`src/rtl/text_menu_render.sv`:
```
// ---------------------------------------------------------------------------
// text_menu_render: up/down menu selection plus one scaled text line streamed
// from a synchronous font ROM. Optional macro MENU_WRAP_EN wraps the selection.
// Revision: 1.0
// ---------------------------------------------------------------------------
`default_nettype none

module text_menu_render #(
  parameter int ENTRIES = 3,
  parameter int CHARS   = 10,
  parameter int CORDW   = 16,
  parameter int SCALE   = 8,
  parameter int FONT_W  = 8,
  parameter int FONT_H  = 8,
  parameter int GLYPHS  = 64,
  parameter int TXT_X   = 204,
  parameter int TXT_Y   = 352,
  localparam int AW     = $clog2(GLYPHS*FONT_H),
  localparam int SW     = $clog2(ENTRIES)
) (
  input  logic                       clk_pix,
  input  logic                       rst_pix_n,
  input  logic                       btn_up,
  input  logic                       btn_dn,
  input  logic [ENTRIES*CHARS*8-1:0] titles,
  input  logic signed [CORDW-1:0]    sx,
  input  logic signed [CORDW-1:0]    sy,
  input  logic                       line,
  input  logic                       frame,
  input  logic                       de,
  output logic [AW-1:0]              font_rom_addr,
  input  logic [FONT_W-1:0]          font_rom_data,
  output logic [SW-1:0]              sel_idx,
  output logic                       sel_chg,
  output logic                       pix
);

  localparam int CW   = (CHARS > 1)  ? $clog2(CHARS)  : 1;
  localparam int RW   = (FONT_H > 1) ? $clog2(FONT_H) : 1;
  localparam int BW   = (FONT_W > 1) ? $clog2(FONT_W) : 1;
  localparam int SCL  = $clog2(SCALE);
  localparam int SPAN = CHARS*FONT_W*SCALE;
  localparam int BAND = FONT_H*SCALE;

  localparam logic [1:0] S_IDLE  = 2'd0;
  localparam logic [1:0] S_FETCH = 2'd1;
  localparam logic [1:0] S_FLUSH = 2'd2;
  localparam logic [1:0] S_READY = 2'd3;

  logic [1:0]        state_q, state_d;
  logic [CW-1:0]     cnt_q, cnt_d;
  logic [RW-1:0]     row_q, row_d;
  logic [AW-1:0]     addr_q, addr_d;
  logic [SW-1:0]     sel_next_q, sel_next_d;
  logic [SW-1:0]     sel_idx_q, sel_idx_d;
  logic              sel_chg_q, sel_chg_d;
  logic              up_q, dn_q;
  logic              pix_q, pix_d;
  logic [FONT_W-1:0] rowbuf_q [CHARS];

  logic                    w_up_rise, w_dn_rise;
  logic signed [CORDW-1:0] w_dy, w_dx;
  logic                    w_in_band, w_in_span;
  logic [RW-1:0]           w_row_new, w_row_sel;
  logic [CW-1:0]           w_fk;
  int                      w_char_base;
  logic [7:0]              w_char;
  logic [AW-1:0]           w_glyph, w_addr;
  logic                    w_buf_we;
  logic [CW-1:0]           w_buf_idx;
  logic [CORDW-1:0]        w_col;
  logic [CW-1:0]           w_kidx;
  logic [BW-1:0]           w_bidx;
  logic [FONT_W-1:0]       w_rowbits;

  // Selection: edge-detected buttons move sel_next; frame commits it.
  assign w_up_rise = btn_up & ~up_q;
  assign w_dn_rise = btn_dn & ~dn_q;

  always_comb begin
    sel_next_d = sel_next_q;
    if (w_up_rise && !w_dn_rise) begin
      if (sel_next_q == SW'(ENTRIES-1)) begin
`ifdef MENU_WRAP_EN
        sel_next_d = '0;
`else
        sel_next_d = sel_next_q;
`endif
      end else begin
        sel_next_d = sel_next_q + 1'b1;
      end
    end else if (w_dn_rise && !w_up_rise) begin
      if (sel_next_q == '0) begin
`ifdef MENU_WRAP_EN
        sel_next_d = SW'(ENTRIES-1);
`else
        sel_next_d = sel_next_q;
`endif
      end else begin
        sel_next_d = sel_next_q - 1'b1;
      end
    end
    sel_idx_d = frame ? sel_next_q : sel_idx_q;
    sel_chg_d = frame && (sel_next_q != sel_idx_q);
  end

  assign w_dy      = sy - CORDW'(TXT_Y);
  assign w_in_band = !w_dy[CORDW-1] && (w_dy < CORDW'(BAND));
  assign w_row_new = w_dy[SCL +: RW];
  assign w_row_sel = line ? w_row_new : row_q;

  // Character index for the address issued at the coming edge.
  always_comb begin
    w_fk = '0;
    if (!line && state_q == S_FETCH && cnt_q != CW'(CHARS-1)) begin
      w_fk = cnt_q + 1'b1;
    end
  end

  assign w_char_base = int'(sel_idx_q)*CHARS*8 + (CHARS - 1 - int'(w_fk))*8;
  assign w_char      = titles[w_char_base +: 8];

  always_comb begin
    w_glyph = '0;
    if (int'(w_char) >= 32 && int'(w_char) < 32 + GLYPHS) begin
      w_glyph = AW'(w_char - 8'h20);
    end
  end

  assign w_addr = w_glyph * AW'(FONT_H) + AW'(w_row_sel);

  always_comb begin
    state_d   = state_q;
    cnt_d     = cnt_q;
    row_d     = row_q;
    addr_d    = '0;
    w_buf_we  = 1'b0;
    w_buf_idx = cnt_q - 1'b1;
    if (line) begin
      if (w_in_band) begin
        state_d = S_FETCH;
        cnt_d   = '0;
        row_d   = w_row_new;
        addr_d  = w_addr;
      end else begin
        state_d = S_IDLE;
      end
    end else begin
      case (state_q)
        S_FETCH: begin
          w_buf_we = (cnt_q != '0);
          if (cnt_q == CW'(CHARS-1)) begin
            state_d = S_FLUSH;
          end else begin
            cnt_d  = cnt_q + 1'b1;
            addr_d = w_addr;
          end
        end
        S_FLUSH: begin
          w_buf_we  = 1'b1;
          w_buf_idx = CW'(CHARS-1);
          state_d   = S_READY;
        end
        default: ;
      endcase
    end
  end

  assign w_dx      = sx - CORDW'(TXT_X);
  assign w_in_span = !w_dx[CORDW-1] && (w_dx < CORDW'(SPAN));
  assign w_col     = $unsigned(w_dx) >> SCL;
  assign w_kidx    = w_in_span ? CW'(w_col / CORDW'(FONT_W)) : '0;
  assign w_bidx    = BW'(w_col % CORDW'(FONT_W));
  assign w_rowbits = rowbuf_q[w_kidx];
  assign pix_d     = (state_q == S_READY) && de && w_in_span &&
                     w_rowbits[BW'(FONT_W-1) - w_bidx];

  always_ff @(posedge clk_pix or negedge rst_pix_n) begin
    if (!rst_pix_n) begin
      state_q    <= S_IDLE;
      cnt_q      <= '0;
      row_q      <= '0;
      addr_q     <= '0;
      sel_next_q <= '0;
      sel_idx_q  <= '0;
      sel_chg_q  <= 1'b0;
      up_q       <= 1'b0;
      dn_q       <= 1'b0;
      pix_q      <= 1'b0;
    end else begin
      state_q    <= state_d;
      cnt_q      <= cnt_d;
      row_q      <= row_d;
      addr_q     <= addr_d;
      sel_next_q <= sel_next_d;
      sel_idx_q  <= sel_idx_d;
      sel_chg_q  <= sel_chg_d;
      up_q       <= btn_up;
      dn_q       <= btn_dn;
      pix_q      <= pix_d;
    end
  end

  // Buffer contents only matter in READY, so they carry no reset.
  always_ff @(posedge clk_pix) begin
    if (w_buf_we) begin
      rowbuf_q[w_buf_idx] <= font_rom_data;
    end
  end

  assign font_rom_addr = addr_q;
  assign sel_idx       = sel_idx_q;
  assign sel_chg       = sel_chg_q;
  assign pix           = pix_q;

endmodule

`default_nettype wire
```
`config.mk`:
```
export PLATFORM = sky130hd
export DESIGN_NAME = text_menu_render
export DESIGN_NICKNAME = d
export VERILOG_FILES = /design/src/rtl/text_menu_render.sv
export SDC_FILE = /design/constraint.sdc
export NUM_CORES = 1
export LEC_CHECK = 0
export ABC_AREA = 1
export CORE_ASPECT_RATIO = 0.9
export CORE_MARGIN = 2
export CORE_UTILIZATION = 41
export CTS_BUF_LIST = sky130_fd_sc_hd__clkbuf_4
export DETAILED_ROUTE_END_ITERATION = 8
export GPL_TIMING_DRIVEN = 0
export PLACE_DENSITY = 0.83
export SYNTH_ARGS = -nofsm -noshare
export SYNTH_HDL_FRONTEND = slang
export SYNTH_SLANG_ARGS = --single-unit
```
`constraint.sdc`:
```
create_clock -name clk_pix -period 3.4 [get_ports clk_pix]
set_input_delay 0.34 -clock clk_pix [delete_from_list [all_inputs] [get_ports clk_pix]]
set_output_delay 0.34 -clock clk_pix [all_outputs]
set_load 0.05 [all_outputs]
```
==> reports/metrics.csv, run 1 <==
stage,metric,value,unit
outcome,status,"finished, violations left",
outcome,violations,setup timing,
setup_path,path_delay_family,adder cells,
grt,gr-total-overflow,0,
setup_path,cp.buffers_inverters,4,
clocking,cts.reportedPaths.clkPinSlew,0.16,ns
layout,final_common_cell,clkdlybuf4s50_1,
run,cap_violations,0,
synth,synth_edf_count,80,
clocking,clockBufferDepth,2,
synth,synth_ff_type,edfxtp_1,
floorplan,initial_core_util,0.4231,
sta,max-slew-margin-rel,0.3971,
synth,synth_fa_ha_area_frac,0.02760,
setup_path,cp.depth,15,
synth,syn-num-nets,1279,
detailed_routing,drcViolationCount,0,
synth,async_flop_share,0.2453,
synth,yosys.area_share.simple,0.2632,
sta,finalSetupTns,-0.3820,ns
floorplan,fp-row-count,46,
sta,finalCritPeriodShare,1.023,
setup_path,worst-endpoint-required,3.76,ns
detailed_routing,totalWireLength,31010,um
setup_path,path_max_fanout,10,
sta,finalHoldViolCount,0,
power,p_leak,4.576,nW
grt,grt_max_degree,27,
setup_path,reg2reg_from,cnt_q[0],
detailed_routing,num_vias,8472,
detailed_routing,vias_per_cell,5.476,
setup_path,r2r_cells,15,
setup_path,setup.worst_path.start_class,flop,
setup_path,setup.worst_path.start,cnt_q[0],
placement,portBuffers,293,
sta,fin_skew,0.01557,ns
layout,drive_above_1_share,0.1278,
synth,ys_warn_count,0,
clocking,clk-insertion-delay-late,0.47,ns
hold_path,hp-class,in -> reg,
clocking,htreeDepth,3,
grt,grt_pass1_vias,8461,
synth,synth_top_family_by_area,simple AND/OR/NAND/NOR gates,
setup_path,endpoint,font_rom_addr[7],
power,cellPowerDensity,638.3,mW/mm^2
detailed_routing,drtAntennaViolNets,0,
sta,fin_ws,-0.07874,ns
floorplan,coreArea,0.01778,sq mm
layout,fin_nets,1605,
setup_path,path_cells,"ha_2, nand3_1, nand2_2, or2_4, ha_4, inv_2, fa_1, buf_8, clkbuf_4, clkbuf_2, o21ai_0, nand2_1, and3_1, o21ai_1, nor2_4",
sta,rsz0062_at_grt,true,
grt,antenna_found_initial,0,
clocking,cts_sinks,106,
setup_path,crit_path_end_kind,flop,
sta,fmax,287.5,MHz
sta,setup_violations,6,
floorplan,die-area,0.01945,sq mm
layout,antennaDiodeCount,0,
layout,fin_util,0.6401,
sta,fin_crit,3.479,ns
sta,worst_pin_slew,0.9011,ns
synth,syn_inst,976,
grt,grt_pass1_wl,47210,um
layout,areaGrowthSynthToFinish,51.28,%
synth,syn_avg_cell_area,7.710,sq um
synth,ys_seq_elements,106,
setup_path,r2r_setup_slack,-0.08,ns
floorplan,die_w,146.8,um
setup_path,path_class,reg -> reg,
setup_path,slowest_stage,dfrtp_2,
clocking,cts_tree,yes,
detailed_routing,drt_iter0_drc,705,
setup_path,cpPeakStageDelay,0.49,ns
layout,final_cell_mix,"clkdlybuf4s50_1 (292), nand2_1 (189), o21ai_0 (136)",
synth,synth.area.mux_share,0,
setup_path,r2r-end,font_rom_addr[7],
synth,syn_area,0.007525,sq mm
synth,ys_types,42,
clocking,numCtsBuffers,9,
synth,synth_compound_area_frac,0.2117,
floorplan,die_h,132.5,um
synth,yosys.area_share.xor_xnor,0.01862,
synth,seq_area_frac_synth,0.4057,
detailed_routing,wire_per_inst,20.05,um
detailed_routing,dr.pass1.iters,6,
placement,dp_hpwl,24680,um
sta,slew_viol_final,0,
grt,grt_usage,0.3153,
setup_path,cp.arrival,3.84,ns
floorplan,ios,300,
power,irDropWorstVdd,0.3628,mV
placement,gp_congestion,0.9534,
clocking,cts-root-buf,clkbuf_4,
==> per-stage QoR <==
step | setup WS [ns] | cell area [sq um] | hold slack (ns) | cells | total power [mW]
4_1_cts | -0.03804 | 11250 | 0.1772 | 1541 | 6.933
3_3_place_gp | -0.6763 | 10760 | 0.4622 | 1509 | 5.558
5_1_grt | -0.2369 | 11380 | 0.1856 | 1547 | 7.732
2_1_floorplan | 0.04904 | 7528 | 0.04441 | 976 | 4.195
3_5_place_dp | -0.7041 | 10760 | 0.4743 | 1509 | 5.599
6_report | -0.07874 | 11380 | 0.2104 | 1547 | 7.266
==> routing by layer <==
| metal | share of wire | vias to the layer above | GRT usage |
|---|---|---|---|
| met5 | 0 | - | 0 |
| met4 | 0.052 | 0 | 0.1424 |
| met3 | 0.084 | 68 | 0.06345 |
| met2 | 0.48 | 422 | 0.5396 |
| met1 | 0.39 | 3940 | 0.3845 |
| li1 | - | 4042 | - |
==> cell usage after synthesis (4+ instances only) <==
library cell / count / area share
buf_4: 11 / 0.011
xor2_1: 7 / 0.0081
nand2_1: 193 / 0.096
dfrtp_1: 26 / 0.086
o21ai_0: 141 / 0.094
o21ai_1: 11 / 0.0073
edfxtp_1: 80 / 0.32
clkbuf_1: 22 / 0.011
nand3_1: 92 / 0.061
xnor2_1: 9 / 0.010
buf_2: 20 / 0.013
ha_1: 15 / 0.025
or2_2: 13 / 0.011
inv_1: 56 / 0.028
o211ai_1: 27 / 0.027
o21bai_1: 36 / 0.036
a311oi_1: 4 / 0.0047
inv_2: 7 / 0.0035
nand4_1: 21 / 0.017
nor2_2: 6 / 0.0050
o22ai_1: 9 / 0.0075
nor2_1: 93 / 0.046
a21oi_1: 34 / 0.023
nand2_2: 8 / 0.0067
==> worst min-delay path by stage <==
| stage | start | endpoint | cells past startpoint |
|---|---|---|---|
| 4_1_cts | line | state_q[1] | 2 |
| 5_1_grt | line | state_q[1] | 2 |
| 2_1_floorplan | rst_pix_n | cnt_q[0] | 0 |
| 3_5_place_dp | row_q[0] | row_q[0] | 2 |
| 3_3_place_gp | row_q[2] | row_q[2] | 2 |
| 6_report | line | state_q[1] | 2 |
==> worst reg2reg max path, stage by stage (launching register included) <==
cell,delay (ns)
dfrtp_2,0.49
ha_2,0.19
nand3_1,0.09
nand2_2,0.10
or2_4,0.28
ha_4,0.27
inv_2,0.03
fa_1,0.49
buf_8,0.17
clkbuf_4,0.21
clkbuf_2,0.23
o21ai_0,0.30
nand2_1,0.08
and3_1,0.18
o21ai_1,0.23
nor2_4,0.06
==> kinds of logic (layout without fill, tap and decap cells) <==
kind of cell               Yosys count  count (layout)
and+or+nand+nor                    440             440
AOI/OAI and AO/OA                  275             275
buffers and inverters              123             454
DFF                                106             106
adders and majority gates           16              16
xor gates and xnor gates            16              16
==> where the power goes <==
group	switching (mW)	internal, mW
clock	0.452	0.247
combinational	2.87	2.10
sequential	0.0870	1.51
==> state kept, by name (all words and copies together) (netlist names), 2 cells and up <==
| name | cells |
|---|---|
| rowbuf_q | 80 |
| font_rom_addr | 9 |
| cnt_q | 4 |
| row_q | 3 |
| sel_idx | 2 |
| sel_next_q | 2 |
| state_q | 2 |
==> final cells by class <==
| cell class | count | area (sq um) |
|---|---|---|
| Sequential cell | 106 | 3054 |
| Inverter | 64 | 254.0 |
| Fill cell | 1557 | 6401 |
| Multi-Input combinational cell | 747 | 4145 |
| Timing Repair Buffer | 315 | 3103 |
| Tap cell | 240 | 300.3 |
| Buffer | 59 | 369.1 |
| Clock inverter | 7 | 90.09 |
| Clock buffer | 9 | 67.56 |
==> what timing repair did <==
action | in CTS | in global routing
hold buffers | 0 | 1
resized for setup | 58 | 28
endpoints found under the hold margin | 0 | 26
pin swaps | 18 | 23
setup buffers | 16 | 5
setup endpoints to repair | 6 | 6
Note: power is estimated with default switching activity, not from simulation.
==> run 2, diff against run 1 <==
--- a/config.mk
+++ b/config.mk
@@ -8,11 +8,11 @@
 export ABC_AREA = 1
 export CORE_ASPECT_RATIO = 0.9
 export CORE_MARGIN = 2
-export CORE_UTILIZATION = 41
+export CORE_UTILIZATION = 35
 export CTS_BUF_LIST = sky130_fd_sc_hd__clkbuf_4
 export DETAILED_ROUTE_END_ITERATION = 8
 export GPL_TIMING_DRIVEN = 0
-export PLACE_DENSITY = 0.83
+export PLACE_DENSITY = 0.73
 export SYNTH_ARGS = -nofsm -noshare
 export SYNTH_HDL_FRONTEND = slang
 export SYNTH_SLANG_ARGS = --single-unit
==> run 2 against run 1 <==
The run still ends with setup timing left. Global-route usage decreased by 4.9 points. Die area increased by 17%. Clock skew about the same. Fmax increased by 0.56%. Sequential cell count unchanged. Critical path type unchanged. Largest power group unchanged. Highest routed layer unchanged.
==> reports/metrics.csv, run 2 (synthesis results as in run 1) <==
stage,metric,value,unit,change
setup_path,worst-endpoint-required,3.79,ns,+0.03 ns
setup_path,path_class,reg -> reg,,
floorplan,initial_core_util,0.3590,,-0.06406
sta,setup_violations,6,,unchanged
detailed_routing,drtAntennaViolNets,0,,unchanged
clocking,hold_buffers,0,,unchanged
grt,antenna_found_initial,1,,+1
clocking,cts_tree,yes,,
sta,finalHoldViolCount,0,,unchanged
clocking,cts-root-buf,clkbuf_4,,
power,power,7.197,mW,-0.95%
clocking,cts_sinks,106,,unchanged
floorplan,die_h,143.1,um,+8.0%
clocking,htreeDepth,3,,unchanged
detailed_routing,dr.pass1.iters,5,,-1
power,cellPowerDensity,631.2,mW/mm^2,-1.1%
layout,largest_reg_flops,80,,unchanged
outcome,violations,setup timing,,
setup_path,cp.depth,19,,+4
outcome,status,"finished, violations left",,
sta,fmax,289.1,MHz,+0.56%
grt,grt_max_degree,27,,unchanged
setup_path,setup.worst_path.start_class,flop,,
sta,finalCritPeriodShare,1.017,,-0.005695
sta,finalSetupTns,-0.1363,ns,+0.2457 ns
setup_path,cpMostUsedCell,nand2_1,,
placement,portBuffers,293,,unchanged
layout,final_common_cell,clkdlybuf4s50_1,,
placement,gp_congestion,0.9274,,-2.7%
detailed_routing,drt_iter0_drc,666,,-5.5%
detailed_routing,num_vias,8469,,-0.035%
layout,areaGrowthSynthToFinish,51.51,%,
grt,gr-total-overflow,0,,unchanged
hold_path,min_path_cells,2,,unchanged
setup_path,path_max_fanout,10,,unchanged
clocking,clockBufferDepth,2,,unchanged
floorplan,die-area,0.02269,sq mm,+17%
layout,regMostFlops,rowbuf_q,,
sta,fin_skew,0.01580,ns,+0.0002274 ns
setup_path,slowest_stage,fa_1,,
power,p_leak,4.556,nW,-0.43%
sta,fin_ws,-0.05938,ns,+0.01936 ns
placement,dpl_cell_area,0.01082,sq mm,+0.53%
setup_path,cp.buffers_inverters,5,,+1
placement,place_ws,-0.8373,ns,-0.1332 ns
sta,slew_viol_final,0,,unchanged
layout,final_cell_mix,"clkdlybuf4s50_1 (293), nand2_1 (189), o21ai_0 (137)",,
setup_path,r2r_cells,19,,+4
detailed_routing,vias_per_cell,5.313,,-3.0%
layout,drive_above_1_share,0.1239,,-0.003826
setup_path,cp.arrival,3.85,ns,about the same
sta,fin_crit,3.459,ns,-0.01936 ns
sta,max-slew-margin-rel,0.1802,,-0.2168
power,irDropWorstVdd,0.2867,mV,-21%
floorplan,coreArea,0.02096,sq mm,+18%
clocking,cts.reportedPaths.clkPinSlew,0.14,ns,-0.02 ns
setup_path,cpPeakStageDelay,0.56,ns,+0.07 ns
setup_path,crit_path_end_kind,flop,,
layout,fin_util,0.5440,,-0.09607
layout,fin_area,0.01140,sq mm,+0.15%
detailed_routing,totalWireLength,30640,um,-1.2%
grt,grt_usage,0.2659,,-0.04939
setup_path,path_cells,"inv_2, ha_2, nand3_2, nand2_4, or2_4, ha_4, inv_2, fa_1, buf_8, clkbuf_4, buf_6, o21ai_0, o22ai_1, nand2_1, o211ai_1, nand3_1, nand2_1, nand2_1, nor2_4",,
placement,dp_hpwl,24260,um,-1.7%
clocking,clk-insertion-delay-late,0.46,ns,about the same
sta,rsz0062_at_grt,true,,
floorplan,die_w,158.6,um,+8.0%
grt,grt_pass1_wl,45450,um,-3.7%
detailed_routing,wire_per_inst,19.22,um,-4.1%
clocking,numCtsBuffers,9,,unchanged
floorplan,ios,300,,unchanged
grt,grt_pass1_vias,8135,,-3.9%
floorplan,fp-row-count,50,,+8.7%
setup_path,path_delay_family,adder cells,,
sta,worst_pin_slew,1.226,ns,+0.3247 ns
run,cap_violations,0,,unchanged
hold_path,hp-class,in -> reg,,
detailed_routing,drcViolationCount,0,,unchanged
layout,fin_nets,1606,,+0.062%
run 2: cell count changes in the layout (fill, tap and decap cells not counted), moves of 2 or more:
| cell | change |
|---|---|
| clkbuf_1 | -2 |
| o21ai_2 | -3 |
| a21oi_2 | +2 |
| inv_8 | -4 |
| clkinv_4 | +2 |
| a21oi_1 | -2 |
| o21ai_1 | +2 |
| clkbuf_4 | +2 |
run 2: path summary, 6_finish.rpt:
| path | endpoint | slack, ns | start |
|---|---|---|---|
| setup / recovery | font_rom_addr[5] | -0.06 | cnt_q[1] |
| min in group asynchronous | state_q[1] | 0.52 | rst_pix_n |
| setup reg to reg | font_rom_addr[5] | -0.06 | cnt_q[1] |
| hold reg to reg | row_q[2] | 0.51 | row_q[2] |
| max in group asynchronous | cnt_q[0] | 2.08 | rst_pix_n |
| hold / removal | state_q[1] | 0.19 | line |
run 2: final cells by class:
| type | instances | area, sq um |
|---|---|---|
| Antenna cell | 1 | 2.502 |
| Timing Repair Buffer | 316 | 3113 |
| Multi-Input combinational cell | 747 | 4120 |
| Fill cell | 1980 | 9557 |
| Clock inverter | 5 | 56.30 |
| Sequential cell | 106 | 3054 |
| Buffer | 59 | 367.9 |
| Inverter | 64 | 254.0 |
| Clock buffer | 10 | 75.07 |
| Tap cell | 286 | 357.8 |
run 2: repair_timing:
| action | 4_1_cts | 5_1_grt |
|---|---|---|
| endpoints found under the setup margin | 6 | 6 |
| gates resized for setup | 63 | 22 |
| cloned | 0 | 0 |
| pin swaps | 15 | 16 |
| buffers inserted | 21 | 2 |
run 2: per-stage QoR:
stage / instances / hold WS (ns)
after floorplan: 976 / 0.04441
after global placement: 1555 / 0.4636
after detailed placement: 1555 / 0.4742
after CTS: 1591 / 0.1637
after global routing: 1594 / 0.1780
final: 1594 / 0.1933
run 2: power by group:
| group | switching (mW) | internal, mW |
|---|---|---|
| clock | 0.396 | 0.228 |
| sequential | 0.0816 | 1.51 |
| combinational | 2.88 | 2.10 |
run 2: per-layer routing:
layer  part of all wire  vias up  global-route usage  wire [um]
li1                   -     4051                   -          -
met1               0.41     3966              0.3343      12630
met2               0.48      410              0.4602      14710
met3              0.086       42             0.05797       2622
met4              0.022        0             0.07207        675
met5                  0        -                   0          0
==> run 3, diff against run 2 <==
--- a/config.mk
+++ b/config.mk
@@ -8,11 +8,11 @@
 export ABC_AREA = 1
 export CORE_ASPECT_RATIO = 0.9
 export CORE_MARGIN = 2
-export CORE_UTILIZATION = 35
+export CORE_UTILIZATION = 25
 export CTS_BUF_LIST = sky130_fd_sc_hd__clkbuf_4
 export DETAILED_ROUTE_END_ITERATION = 8
 export GPL_TIMING_DRIVEN = 0
-export PLACE_DENSITY = 0.73
+export PLACE_DENSITY = 0.57
 export SYNTH_ARGS = -nofsm -noshare
 export SYNTH_HDL_FRONTEND = slang
 export SYNTH_SLANG_ARGS = --single-unit
==> run 3 against run 2 <==
The run still ends with setup timing left. First-iteration DRC count is 39% lower. Final cell count is 8.3% higher. Sequential share of layout area is 0.60 points lower. Utilization is 15 points lower. Sequential cell count stayed put. Register-to-register slack hardly changed. Clock skew is 0.00068 ns higher. Die area is 39% higher. Power is 2.9% higher. Via count is 1.1% lower. Combinational power is 3% higher. Sequential power hardly changed. Critical endpoint is now font_rom_addr[3]. Largest cell class unchanged.
==> reports/metrics.csv, run 3 (synthesis results as in run 1) <==
stage,metric,value,unit,change
clocking,clockBufferDepth,2,,unchanged
sta,setup_violations,5,,-1
detailed_routing,vias_per_cell,4.855,,-8.6%
detailed_routing,dr.pass1.iters,5,,unchanged
setup_path,cpPeakStageDelay,0.53,ns,-0.03 ns
setup_path,cp.arrival,3.81,ns,-0.04 ns
floorplan,ios,300,,unchanged
hold_path,min-delay-start,line,,
sta,worst_pin_slew,0.9126,ns,-0.3132 ns
floorplan,initial_core_util,0.2531,,-0.1059
setup_path,r2r-end,font_rom_addr[3],,
clocking,cts_sinks,106,,unchanged
placement,dpl_cell_area,0.01097,sq mm,+1.4%
sta,fin_skew,0.01648,ns,+0.0006779 ns
layout,final_cell_mix,"clkdlybuf4s50_1 (292), nand2_1 (190), o21ai_0 (138)",,
setup_path,slowest_stage,fa_1,,
detailed_routing,drtAntennaViolNets,0,,unchanged
setup_path,path_max_fanout,7,,-3
setup_path,cp.buffers_inverters,4,,-1
floorplan,fp-row-count,60,,+20%
power,p_leak,4.600,nW,+0.96%
layout,drive_above_1_share,0.1297,,+0.005724
hold_path,holdPathEnd,state_q[1],,
power,irDropWorstVdd,0.2821,mV,-1.6%
setup_path,worst-endpoint-required,3.76,ns,-0.03 ns
sta,fin_crit,3.449,ns,-0.01080 ns
layout,final_common_cell,clkdlybuf4s50_1,,
hold_path,hp-class,in -> reg,,
run,cap_violations,0,,unchanged
placement,portBuffers,293,,unchanged
clocking,numCtsBuffers,9,,unchanged
placement,gp_congestion,0.9101,,-1.9%
detailed_routing,drcViolationCount,0,,unchanged
clocking,cts-root-buf,clkbuf_4,,
sta,finalHoldViolCount,0,,unchanged
grt,use_met2,0.3738,,-0.08639
sta,hold_slack,0.1640,ns,-0.02930 ns
floorplan,die-area,0.03150,sq mm,+39%
setup_path,path_cells,"ha_2, nand3_1, nand2_2, or2_4, ha_4, inv_2, fa_1, buf_8, inv_8, nor2_4, clkbuf_16, nand2_1, a21oi_1, a311oi_1, o21ai_1, a21oi_1, o21ai_1, nor2_4",,
grt,antenna_found_initial,13,,+12
floorplan,die_w,186.9,um,+18%
placement,dp_cells,1672,,+7.5%
hold_path,min_path_cells,2,,unchanged
grt,gr-total-overflow,0,,unchanged
setup_path,path_delay_family,adder cells,,
outcome,violations,setup timing,,
grt,grt_pass1_vias,8504,,+4.5%
setup_path,path_class,reg -> reg,,
setup_path,r2r_cells,18,,-1
layout,largest_reg_flops,80,,unchanged
sta,max-slew-margin-rel,0.3893,,+0.2091
power,cellPowerDensity,634.9,mW/mm^2,+0.57%
layout,layout.cells.non_filler,1726,,+8.3%
sta,slew_viol_final,0,,unchanged
detailed_routing,wire_per_inst,19.31,um,+0.46%
setup_path,setup.worst_path.start_class,flop,,
clocking,htreeDepth,3,,unchanged
sta,fin_ws,-0.04858,ns,+0.01080 ns
sta,fmax,290.0,MHz,+0.31%
grt,grt_max_degree,27,,unchanged
grt,grt_pass1_wl,49560,um,+9.0%
outcome,status,"finished, violations left",,
layout,regMostFlops,rowbuf_q,,
grt,grtUsageMet3,0.06179,,+0.003821
clocking,cts.reportedPaths.clkPinSlew,0.15,ns,about the same
setup_path,setup.worst_path.start,cnt_q[0],,
layout,areaGrowthSynthToFinish,55.01,%,
detailed_routing,num_vias,8379,,-1.1%
power,power,7.405,mW,+2.9%
grt,top_usage_layer,met2,,
layout,fin_area,0.01166,sq mm,+2.3%
detailed_routing,drt_iter0_drc,408,,-39%
layout,fin_nets,1609,,+0.19%
sta,finalSetupTns,-0.08784,ns,+0.04847 ns
detailed_routing,totalWireLength,33330,um,+8.8%
setup_path,r2r_setup_slack,-0.05,ns,about the same
grt,gr-usage-met1,0.2227,,-0.1116
sta,rsz0062_at_grt,true,,
grt,grt_usage,0.2062,,-0.05964
sta,finalCritPeriodShare,1.014,,-0.003178
placement,dp_hpwl,26620,um,+9.7%
floorplan,coreArea,0.02973,sq mm,+42%
clocking,clk-insertion-delay-late,0.48,ns,+0.02 ns
clocking,cts_tree,yes,,
setup_path,crit_path_end_kind,flop,,
floorplan,die_h,168.6,um,+18%
setup_path,reg2reg_from,cnt_q[0],,
[run 3: layer usage]
layer	vias up	part of all wire
met2	320	0.51
met5	-	0.00036
li1	4073	-
met4	2	0.034
met1	3922	0.39
met3	62	0.074
[run 3: cell type report]
cell class	count	area (sq um)
inverters	64	259.0
diodes	12	30.03
clock inverters	6	67.56
flip-flops and latches	106	3054
clock buffers	10	75.07
multi-input cells	747	4134
repair buffers	319	3142
fillers	3093	18060
well taps	403	504.2
plain buffers	59	397.9
[run 3: what timing repair did]
action,4_1_cts,5_1_grt
pin swaps,23,17
hold buffers,0,1
setup buffers,18,7
setup endpoints to repair,6,6
resized for setup,75,13
endpoints found under the hold margin,0,26
[run 3: report_power, final]
| part | total, mW | internal, mW | switching, mW |
|---|---|---|---|
| Sequential | 1.60 | 1.51 | 0.0875 |
| Combinational | 5.15 | 2.21 | 2.94 |
| Clock | 0.658 | 0.234 | 0.424 |
[run 3: how the worst max path moves through the flow]
stage	slack (ns)	depth (start not counted)	endpoint
final	-0.05	18	font_rom_addr[3]
after global routing	-0.22	21	font_rom_addr[3]
after CTS	-0.08	21	font_rom_addr[3]
after detailed placement	-1.03	17	font_rom_addr[3]
after global placement	-1.04	17	font_rom_addr[3]
after floorplan	0.05	21	font_rom_addr[3]
[run 3: through the flow]
step           worst slack [ns]  utilization
2_1_floorplan           0.04904            -
4_1_cts                -0.07500       0.3881
5_1_grt                 -0.2164       0.3922
3_5_place_dp             -1.027       0.3689
3_3_place_gp             -1.044       0.3689
6_report               -0.04858       0.3923
